===== config.mk =====
export PLATFORM = sky130hd
export DESIGN_NAME = vga_timing_flat
export DESIGN_NICKNAME = d
export VERILOG_FILES = /design/src/rtl/vga_timing_if.sv /design/src/rtl/vga_timing.sv /design/src/flat_wrapper.sv
export SDC_FILE = /design/constraint.sdc
export NUM_CORES = 1
export LEC_CHECK = 0
export BUFFER_PORTS_ARGS = -buffer_cell sky130_fd_sc_hd__buf_2
export CAP_MARGIN = 20
export CORE_MARGIN = 4
export CORE_UTILIZATION = 35
export DETAILED_ROUTE_END_ITERATION = 16
export SLEW_MARGIN = 0
export SYNTH_ARGS = -nofsm -noshare
export SYNTH_HDL_FRONTEND = slang
export SYNTH_SLANG_ARGS = --single-unit

===== constraint.sdc =====
create_clock -name pclk -period 4.5 [get_ports pclk]
set_clock_uncertainty 0.15 [all_clocks]
set_input_delay 0.9 -clock pclk [delete_from_list [all_inputs] [get_ports pclk]]
set_output_delay 0.9 -clock pclk [all_outputs]
set_load 0.02 [all_outputs]

===== src/rtl/vga_timing_if.sv =====
// Raster output bundle of vga_timing; the pixel enable is only present when
// VGA_TIMING_CE_EN is defined.
interface vga_timing_if;
    logic [10:0] hcount;
    logic [10:0] vcount;
    logic        hsync;
    logic        vsync;
    logic        hblnk;
    logic        vblnk;
    logic        frame_start;
    logic [7:0]  frame_cnt;
`ifdef VGA_TIMING_CE_EN
    logic        pix_ce;
`endif

    modport master (
`ifdef VGA_TIMING_CE_EN
        input  pix_ce,
`endif
        output hcount,
        output vcount,
        output hsync,
        output vsync,
        output hblnk,
        output vblnk,
        output frame_start,
        output frame_cnt
    );

    modport slave (
`ifdef VGA_TIMING_CE_EN
        output pix_ce,
`endif
        input  hcount,
        input  vcount,
        input  hsync,
        input  vsync,
        input  hblnk,
        input  vblnk,
        input  frame_start,
        input  frame_cnt
    );
endinterface


===== src/rtl/vga_timing.sv =====
// Free-running VGA raster timing generator with frame strobe and frame counter.
// Optional macro VGA_TIMING_CE_EN adds a pixel clock enable (pix_ce).
module vga_timing #(
    parameter int H_ACTIVE = 800,
    parameter int H_FP     = 40,
    parameter int H_SYNC   = 128,
    parameter int H_BP     = 88,
    parameter int V_ACTIVE = 600,
    parameter int V_FP     = 1,
    parameter int V_SYNC   = 4,
    parameter int V_BP     = 23,
    parameter int SYNC_POL = 1
) (
    input  logic         pclk,
    input  logic         rst,
    vga_timing_if.master vif
);

    localparam int H_TOTAL = H_ACTIVE + H_FP + H_SYNC + H_BP;
    localparam int V_TOTAL = V_ACTIVE + V_FP + V_SYNC + V_BP;

    localparam logic [10:0] H_LAST     = 11'(H_TOTAL - 1);
    localparam logic [10:0] V_LAST     = 11'(V_TOTAL - 1);
    localparam logic [10:0] H_ACT_END  = 11'(H_ACTIVE);
    localparam logic [10:0] V_ACT_END  = 11'(V_ACTIVE);
    localparam logic [10:0] HS_FIRST   = 11'(H_ACTIVE + H_FP);
    localparam logic [10:0] HS_LAST    = 11'(H_ACTIVE + H_FP + H_SYNC - 1);
    localparam logic [10:0] VS_FIRST   = 11'(V_ACTIVE + V_FP);
    localparam logic [10:0] VS_LAST    = 11'(V_ACTIVE + V_FP + V_SYNC - 1);
    localparam logic        SYNC_ON    = (SYNC_POL != 0);

    logic        advance;

    logic [10:0] hcount_q, hcount_d;
    logic [10:0] vcount_q, vcount_d;
    logic        hsync_q, hsync_d;
    logic        vsync_q, vsync_d;
    logic        hblnk_q, hblnk_d;
    logic        vblnk_q, vblnk_d;
    logic        frame_start_q, frame_start_d;
    logic [7:0]  frame_cnt_q, frame_cnt_d;

    always_comb begin
`ifdef VGA_TIMING_CE_EN
        advance = vif.pix_ce;
`else
        advance = 1'b1;
`endif
    end

    always_comb begin
        hcount_d      = hcount_q;
        vcount_d      = vcount_q;
        frame_cnt_d   = frame_cnt_q;
        frame_start_d = 1'b0;
        if (advance) begin
            if (hcount_q == H_LAST) begin
                hcount_d = '0;
                if (vcount_q == V_LAST) begin
                    vcount_d      = '0;
                    frame_start_d = 1'b1;
                    frame_cnt_d   = frame_cnt_q + 8'd1;
                end else begin
                    vcount_d = vcount_q + 11'd1;
                end
            end else begin
                hcount_d = hcount_q + 11'd1;
            end
        end
    end

    // Decoding the next-state counters keeps every registered output aligned
    // with hcount/vcount; vsync follows vcount and so only moves at hcount 0.
    always_comb begin
        hblnk_d = (hcount_d >= H_ACT_END);
        vblnk_d = (vcount_d >= V_ACT_END);
        hsync_d = ((hcount_d >= HS_FIRST) && (hcount_d <= HS_LAST)) ? SYNC_ON : ~SYNC_ON;
        vsync_d = ((vcount_d >= VS_FIRST) && (vcount_d <= VS_LAST)) ? SYNC_ON : ~SYNC_ON;
    end

    always_ff @(posedge pclk or negedge rst) begin
        if (!rst) begin
            hcount_q      <= '0;
            vcount_q      <= '0;
            hsync_q       <= ~SYNC_ON;
            vsync_q       <= ~SYNC_ON;
            hblnk_q       <= 1'b0;
            vblnk_q       <= 1'b0;
            frame_start_q <= 1'b0;
            frame_cnt_q   <= '0;
        end else begin
            hcount_q      <= hcount_d;
            vcount_q      <= vcount_d;
            hsync_q       <= hsync_d;
            vsync_q       <= vsync_d;
            hblnk_q       <= hblnk_d;
            vblnk_q       <= vblnk_d;
            frame_start_q <= frame_start_d;
            frame_cnt_q   <= frame_cnt_d;
        end
    end

    assign vif.hcount      = hcount_q;
    assign vif.vcount      = vcount_q;
    assign vif.hsync       = hsync_q;
    assign vif.vsync       = vsync_q;
    assign vif.hblnk       = hblnk_q;
    assign vif.vblnk       = vblnk_q;
    assign vif.frame_start = frame_start_q;
    assign vif.frame_cnt   = frame_cnt_q;

endmodule


===== src/flat_wrapper.sv =====
// flat-port wrapper written by rule: the top's interface ports become plain ports
module vga_timing_flat 
#(
    parameter int H_ACTIVE = 800,
    parameter int H_FP     = 40,
    parameter int H_SYNC   = 128,
    parameter int H_BP     = 88,
    parameter int V_ACTIVE = 600,
    parameter int V_FP     = 1,
    parameter int V_SYNC   = 4,
    parameter int V_BP     = 23,
    parameter int SYNC_POL = 1
)
  (pclk, rst, vif_hcount, vif_vcount, vif_hsync, vif_vsync, vif_hblnk, vif_vblnk, vif_frame_start, vif_frame_cnt);
  vga_timing_if vif_i ();
  input  logic pclk;
  input  logic rst;
  output wire logic [$bits(vif_i.hcount)-1:0] vif_hcount;
  output wire logic [$bits(vif_i.vcount)-1:0] vif_vcount;
  output wire logic [$bits(vif_i.hsync)-1:0] vif_hsync;
  output wire logic [$bits(vif_i.vsync)-1:0] vif_vsync;
  output wire logic [$bits(vif_i.hblnk)-1:0] vif_hblnk;
  output wire logic [$bits(vif_i.vblnk)-1:0] vif_vblnk;
  output wire logic [$bits(vif_i.frame_start)-1:0] vif_frame_start;
  output wire logic [$bits(vif_i.frame_cnt)-1:0] vif_frame_cnt;
  assign vif_hcount = vif_i.hcount;
  assign vif_vcount = vif_i.vcount;
  assign vif_hsync = vif_i.hsync;
  assign vif_vsync = vif_i.vsync;
  assign vif_hblnk = vif_i.hblnk;
  assign vif_vblnk = vif_i.vblnk;
  assign vif_frame_start = vif_i.frame_start;
  assign vif_frame_cnt = vif_i.frame_cnt;
  vga_timing #(.H_ACTIVE(H_ACTIVE), .H_FP(H_FP), .H_SYNC(H_SYNC), .H_BP(H_BP), .V_ACTIVE(V_ACTIVE), .V_FP(V_FP), .V_SYNC(V_SYNC), .V_BP(V_BP), .SYNC_POL(SYNC_POL)) u_core (.pclk(pclk), .rst(rst), .vif(vif_i));
endmodule

==> results.md, run 1 <==
- Switch share: 0.213
- Post-synthesis sequential area ratio: 0.476
- TNS Setup: 0 ns
- Initial DRC count: 62
- Worst Path Class, Setup: register to register
- Fraction of layout cells with a size suffix above 1: 0.256
- Fillers: 519
- Mapped Area: about 0.0018 mm2
- GRT Residual Overflow: 0
- Crit path max fanout: 14
- Post-route DRC: 0
- Pins over their slew limit: 0
- Initial core utilization: 0.360
- Via count: between 1000 and 1500
- Largest cells by area after synthesis: dfrtp_1, xor2_1, xnor2_1, nor2_1, nand3_1
- Critical-path cell list: ha_1 > nand4_1 > nor3_2 > nand4_1 > o21ai_0 > nand4_2 > nor4_2
- Max clock buf depth: 2
- Synthesis-to-finish area growth: 19.6%
- Synthesized flop and latch total: 35
- Unrepaired setup endpoints after global routing: false
- Setup violations, final: 0
- Design Area, Final: 0.00220 mm2
- Tcrit/Tclk final: 0.614
- H-tree depth: 2
- Post-synth EDFFs: 0
- Async SR Flop Fraction: 1.00
- Port Buffers: 36
- Internal: 0.482 mW
- Post-CTS setup buffers: 0
- Via density: about 4.9
- CP dominant cell by count: nand4_1
- # rows: 26
- Fin. Hold Viols: 0
- Largest net degree at the start of global routing: 36
- Outcome: completed
- Slew @ Worst Pin: about 0.8 ns
- CP startpoint kind: register
- CP max stage cell: nor3_2
- Maxcap violations: 0
- Crit path DAT: roughly 2.8 ns
- R2R Setup Slk: about 1.7 ns
- Pwr Density: between 200 and 300 mW/mm2
- CTS tree: built
- Critical path's largest stage delay: approximately 0.74 ns
- Syn Nets: 190
- Reg area: ~880 um2
- Post-CTS Hold Buffers: 0
- Worst setup EP type: register
- Fmax: approximately 0.36 GHz
- Skew-Pair Late Insertion Delay: between 0.2 and 0.3 ns
- Yosys Warn Count: 0
- Die height: 80.5 um
- Critical Path RT: approximately 4.6 ns
- Chip width: 80.5 um
- Initial antenna violation count: 0
- Final WL: 3.83 mm
- I/O Pins: 37
- Main synth FF type: dfrtp_1
- Final HPWL DP: ~2.9 mm
- Sw Pwr: 0.131 mW
- Number of diodes: 0
- Die area: 0.00648 mm2
- Largest area contributor in the netlist: dfrtp_1
- Post-CTS sizing: 0
- First-pass GRT wire length: between 6 and 7 mm
- Final #Nets: 228
- Routed Antenna Nets: 0
- Clk slew on worst S/H paths: about 0.080 ns
- Slew headroom: 0.471
- Static Leak: ~1.1 nW
- Reg power frac: 0.513
- Wire per inst: roughly 13 um
- Synth unique cells: 44
- Root Buffer: clkbuf_8
- Post-Syn Area per Cell: approximately 10 um2
- Peak VDD IR: roughly 0.14 mV
- Pre-antenna DRT Iters: 4
- Class of the tightest hold or removal check: register to register
- Syn Inst Count: roughly 180
- Clock Sink Count: 35
- Placed cell area: 0.00208 mm2
- Vias in the first global route: roughly 1400
- Min cycle time layout: ~2.8 ns
- Clock power share: 0.477
- Multi-input logic area: 891 um2
- GRT Total Usage: 0.133
- CTS Buf Count: 5
- Share of the synthesized area in the top cell type: 0.476
- Core region area: between 0.005 and 0.006 mm2
- Logic pwr share: 0.010
- Routability congestion estimate: between 0.7 and 0.8
-- critical path, delay by kind of cell (launching register included) --
| family | cells | cell delay (ns) |
|---|---|---|
| adder cells (fa/ha/maj) | 1 | 0.24 |
| AND/OR/NAND/NOR | 5 | 1.53 |
| flip-flops | 1 | 0.44 |
| AO/OA/AOI/OAI | 1 | 0.32 |
-- final timing paths --
kind                                                          start                                  end  cells after the start
worst min register to register  u_core.vif.frame_cnt[7]$_DFFE_PN0P_  u_core.vif.frame_cnt[7]$_DFFE_PN0P_                      1
max in group asynchronous                                       rst       u_core.vif.vcount[2]$_DFF_PN0_                      1
worst min-delay path            u_core.vif.frame_cnt[7]$_DFFE_PN0P_  u_core.vif.frame_cnt[7]$_DFFE_PN0P_                      1
worst max register to register       u_core.vif.hcount[0]$_DFF_PN0_           u_core.vif.vsync$_DFF_PN0_                      7
min in group asynchronous                                       rst  u_core.vif.frame_cnt[2]$_DFFE_PN0P_                      1
worst max-delay path                 u_core.vif.hcount[0]$_DFF_PN0_           u_core.vif.vsync$_DFF_PN0_                      7
-- registers in the layout, summed over array words and instances, names as in the netlist --
signal	flops
u_core.vif.frame_start	1
u_core.vif.frame_cnt	8
u_core.vif.vsync	1
u_core.vif.vblnk	1
u_core.vif.hcount	11
u_core.vif.hblnk	1
u_core.vif.hsync	1
u_core.vif.vcount	11
-- layout by cell type, fill, tap and decap left out, types with 3 or more instances in the layout --
| cell | n |
|---|---|
| xor2_1 | 11 |
| buf_2 | 36 |
| a21oi_1 | 3 |
| nand3_1 | 12 |
| o211ai_1 | 3 |
| dfrtp_1 | 35 |
| clkbuf_8 | 5 |
| nand4_1 | 6 |
| nor2_1 | 17 |
| o21ai_0 | 6 |
| ha_1 | 4 |
| or3_1 | 3 |
| nand2_1 | 15 |
| xnor2_1 | 10 |
| inv_1 | 13 |
| nand3b_1 | 5 |
| nor3_1 | 5 |
-- per-layer routing --
metal,GRT usage,share of wire
met5,0,0
met4,0.0405,0.013
met3,0.0381,0.054
met2,0.195,0.44
met1,0.187,0.49
-- layout make-up --
type | count | share of cell area
clock buffers | 5 | 0.0313
clock inverters | 3 | 0.0216
inverters | 13 | 0.0222
multi-input cells | 131 | 0.405
flip-flops and latches | 35 | 0.398
well taps | 70 | 0.0398
repair buffers | 36 | 0.0819
-- power by group through the flow --
stage	Combinational, mW	Sequential (mW)	Clock, mW
global placement	0.00698	0.320	0
CTS	0.00701	0.314	0.303
detailed placement	0.00700	0.320	0
global route	0.00784	0.314	0.320
floorplan	0.000000397	0.321	0
finish	0.00616	0.314	0.293
-- cells by family after synthesis --
kind of cell,count (synthesis),share of synthesized area
fa+ha+maj,4,0.0272
mux,2,0.0122
buf+inv,18,0.0395
compound gates,24,0.0946
simple gates,80,0.250
flops,35,0.476
xor+xnor,21,0.100
-- cells in the mapped netlist, drive strengths merged, types with 2 or more instances --
library cell	n
inv	13
nor2	17
xnor2	10
nand2b	2
nand2	15
dfrtp	35
nor3	6
a21oi	3
clkbuf	3
buf	2
o211ai	3
o211a	2
nor4	2
xor2	11
and2	2
nand4	7
nand3	12
or4	3
o21ai	6
mux2	2
nand3b	5
or3	3
ha	4
-- stage by stage --
stage	power [mW]	std cells	utilization	setup slack (ns)	hold slack [ns]
4_1_cts	0.624	293	0.431	1.68	0.329
6_report	0.613	293	0.431	1.73	0.320
3_5_place_dp	0.327	285	0.408	1.69	0.313
5_1_grt	0.642	293	0.431	1.33	0.345
2_1_floorplan	0.321	184	-	1.93	0.428
3_3_place_gp	0.327	285	0.408	1.77	0.302
Note: power is estimated with default switching activity, not from simulation.
==> run 2, diff against run 1 <==
Settings changed: ABC_AREA set to 1.
Clock period 4.5 ns to 2.75 ns, I/O delays scaled along.
==> run 2 against run 1 <==
Against the previous run:
- critical path type unchanged
- flip-flop and latch count stayed put
- synthesized area is 9.9% higher
- synthesized cell count is 40% higher
- largest power group unchanged
- global-route usage is 0.30 points higher
- die area is 8.9% higher
- cell area is 7.3% higher
- setup slack worse by 1.2 ns
- clock power is 14% higher
- total power is 40% higher
==> results.md, run 2 <==
- Outcome: completed (unchanged)
- Reg-to-Reg End: u_core.vif.vsync$_DFF_PN0_ (unchanged)
- Via count: 1712 (was 1445)
- Synthesized flop and latch total: 35 (unchanged)
- H-tree depth: 2 (unchanged)
- Pre-antenna DRT Iters: 4 (unchanged)
- Synth cell count leaders: nand2_1, inv_1, dfrtp_1, nand3_1, nor2_1 (was dfrtp_1, nor2_1, nand2_1, inv_1, nand3_1)
- Tcrit/Tclk final: 0.796 (was 0.614)
- Yosys Warn Count: 0 (unchanged)
- Final WL: 4.36 mm (was 3.83 mm)
- CP dominant cell by count: nand3_1 (was nand4_1)
- Most common cell in the netlist: nand2_1 (was dfrtp_1)
- Post-CTS sizing: 0 (unchanged)
- Slew @ Worst Pin: 0.779 ns (was 0.790 ns)
- Post-synthesis sequential area ratio: 0.433 (was 0.476)
- TNS Setup: 0 ns (unchanged)
- Critical Path RT: 2.77 ns (was 4.55 ns)
- Largest net degree at the start of global routing: 36 (unchanged)
- Share of the synthesized area in the top cell type: 0.433 (was 0.476)
- CTS tree: built (unchanged)
- Via density: 4.61 (was 4.93)
- Core region area: 0.00554 mm2 (was 0.00511 mm2)
- Clk slew on worst S/H paths: 0.07 ns (was 0.08 ns)
- Setup violations, final: 0 (unchanged)
- First-pass GRT wire length: 7.70 mm (was 6.70 mm)
- Slew headroom: 0.481 (was 0.471)
- Critical-path cell list: ha_1 > nand2_2 > nor2_4 > nand3_1 > nor2_1 > nand3_1 > nand2_1 > nand2_2 > nor2_2 > nand3_1 > nand3_1 > nand2_1 (was ha_1 > nand4_1 > nor3_2 > nand4_1 > o21ai_0 > nand4_2 > nor4_2)
- CP startpoint kind: register (unchanged)
- WHS: 0.198 ns (was 0.320 ns)
- Syn Nets: 264 (was 190)
- Final #Nets: 306 (was 228)
- Crit path max fanout: 6 (was 14)
- Final HPWL DP: 3.39 mm (was 2.87 mm)
- Fmax: 0.457 GHz (was 0.362 GHz)
- CP top delay family: simple AND/OR/NAND/NOR gates (unchanged)
- Max clock buf depth: 2 (unchanged)
- Crit path DAT: 2.20 ns (was 2.81 ns)
- Met3 Usage GRT: 0.0316 (was 0.0381)
- Post-synth EDFFs: 0 (unchanged)
- Vias in the first global route: 1594 (was 1442)
- # rows: 27 (was 26)
- Main synth FF type: dfrtp_1 (unchanged)
- Pins over their slew limit: 0 (unchanged)
- Met2 usage: 0.216 (was 0.195)
- Synthesis-to-finish area growth: 16.7% (was 19.6%)
- Post-CTS setup buffers: 0 (unchanged)
- Post-Syn Area per Cell: 7.84 um2 (was 10.0 um2)
- Largest cells by area after synthesis: dfrtp_1, nand2_1, inv_1, nand3_1, xor2_1 (was dfrtp_1, xor2_1, xnor2_1, nor2_1, nand3_1)
- Static Leak: 1.30 nW (was 1.11 nW)
- Worst R2R Start: u_core.vif.hcount[0]$_DFF_PN0_ (unchanged)
- I/O Pins: 37 (unchanged)
- Fin. Hold Viols: 0 (unchanged)
- Syn Inst Count: 258 (was 184)
- Post-route DRC: 0 (unchanged)
- Peak VDD IR: 0.162 mV (was 0.135 mV)
- Maxcap violations: 0 (unchanged)
- Port Buffers: 36 (unchanged)
- Initial antenna violation count: 0 (unchanged)
- CTS Buf Count: 5 (unchanged)
- Commonest non-fill, non-tap cell in the layout: nand2_1 (was buf_2)
- Most frequent cells in the layout: nand2_1, inv_1, buf_2 (was buf_2, dfrtp_1, nor2_1)
- Largest area contributor in the netlist: dfrtp_1 (unchanged)
- Routed Antenna Nets: 0 (unchanged)
- Initial DRC count: 60 (was 62)
- Chip width: 84.0 um (was 80.5 um)
- Worst setup EP type: register (unchanged)
- Register-to-Register Path Depth: 12 (was 7)
- Critical path's largest stage delay: 0.42 ns (was 0.74 ns)
- Fillers: 603 (was 519)
- Skew-Pair Late Insertion Delay: 0.28 ns (was 0.29 ns)
- Busiest metal layer after global routing: met2 (unchanged)
- Clock Sink Count: 35 (unchanged)
- Routability congestion estimate: 0.819 (was 0.759)
- CP max stage cell: dfrtp_1 (was nor3_2)
- Mapped Area: 0.00202 mm2 (was 0.00184 mm2)
- Wire per inst: 11.8 um (was 13.1 um)
- GRT met1 Usage: 0.181 (was 0.187)
- Die height: 84.0 um (was 80.5 um)
- Initial core utilization: 0.365 (was 0.360)
- Min cycle time layout: 2.19 ns (was 2.77 ns)
- Buffers plus inverters on the worst setup path: 0 (unchanged)
- GRT Residual Overflow: 0 (unchanged)
- Root Buffer: clkbuf_8 (unchanged)
- Number of diodes: 0 (unchanged)
- Post-CTS Hold Buffers: 0 (unchanged)
- Unrepaired setup endpoints after global routing: false (unchanged)
- Class of the tightest hold or removal check: primary input to async pin (was register to register)
- Fraction of layout cells with a size suffix above 1: 0.227 (was 0.256)
- Die area: 0.00706 mm2 (was 0.00648 mm2)
- Pwr Density: 364 mW/mm2 (was 279 mW/mm2)
- R2R Setup Slk: 0.56 ns (was 1.73 ns)
- Synth unique cells: 27 (was 44)
- GRT Total Usage: 0.135 (was 0.133)
- Async SR Flop Fraction: 1.00 (unchanged)
- Worst Path Class, Setup: register to register (unchanged)
[run 2: logic make-up (layout without fill, tap and decap cells)]
logic type | Yosys count | in the layout | synth area share
compound gates | 17 | 17 | 0.0483
flops | 35 | 35 | 0.433
buf+inv | 45 | 86 | 0.0842
fa+ha+maj | 4 | 4 | 0.0248
simple gates | 143 | 143 | 0.349
xor+xnor | 14 | 14 | 0.0606
[run 2: area by class of cell]
cell class	count	area, um2	area share
Clock buffer	6	72.6	0.0308
Inverter	44	165	0.0700
Multi-Input combinational cell	178	976	0.414
Sequential cell	35	876	0.371
Tap cell	72	90.1	0.0382
Timing Repair Buffer	36	180	0.0764
[run 2: power by group]
part / internal (mW) / switching, mW
logic: 0.000512 / 0.00965
clock network: 0.169 / 0.165
registers: 0.515 / 0
total: 0.684 / 0.175
[run 2: stage by stage]
step / power, mW / instance area (um2) / std cells / setup WS, ns / util
floorplan: 0.525 / 2020 / 258 / 0.656 / -
global placement: 0.536 / 2290 / 365 / 0.605 / 0.413
detailed placement: 0.536 / 2290 / 365 / 0.566 / 0.413
CTS: 0.882 / 2360 / 371 / 0.540 / 0.426
global route: 0.906 / 2360 / 371 / 0.385 / 0.426
finish: 0.859 / 2360 / 371 / 0.561 / 0.426
[run 2: worst register-to-register path, delay by kind of cell, from the launching register on]
kind,cells,cell delay (ns)
fa+ha+maj,1,0.22
flops,1,0.42
simple gates,11,1.28
[run 2: per-layer routing]
layer  wire length (um)  share of wire
met5                  0              0
met1               2130           0.49
met2               2000           0.46
met4                 68          0.016
met3                172          0.039
[run 2: worst max-delay path by stage]
stage	end	depth (start not counted)	start
final	u_core.vif.vsync$_DFF_PN0_	12	u_core.vif.hcount[0]$_DFF_PN0_
after global routing	u_core.vif.vsync$_DFF_PN0_	12	u_core.vif.hcount[0]$_DFF_PN0_
after global placement	u_core.vif.vsync$_DFF_PN0_	12	u_core.vif.hcount[0]$_DFF_PN0_
after detailed placement	u_core.vif.vsync$_DFF_PN0_	12	u_core.vif.hcount[0]$_DFF_PN0_
after floorplan	u_core.vif.vsync$_DFF_PN0_	14	u_core.vif.hcount[0]$_DFF_PN0_
after CTS	u_core.vif.vsync$_DFF_PN0_	12	u_core.vif.hcount[0]$_DFF_PN0_
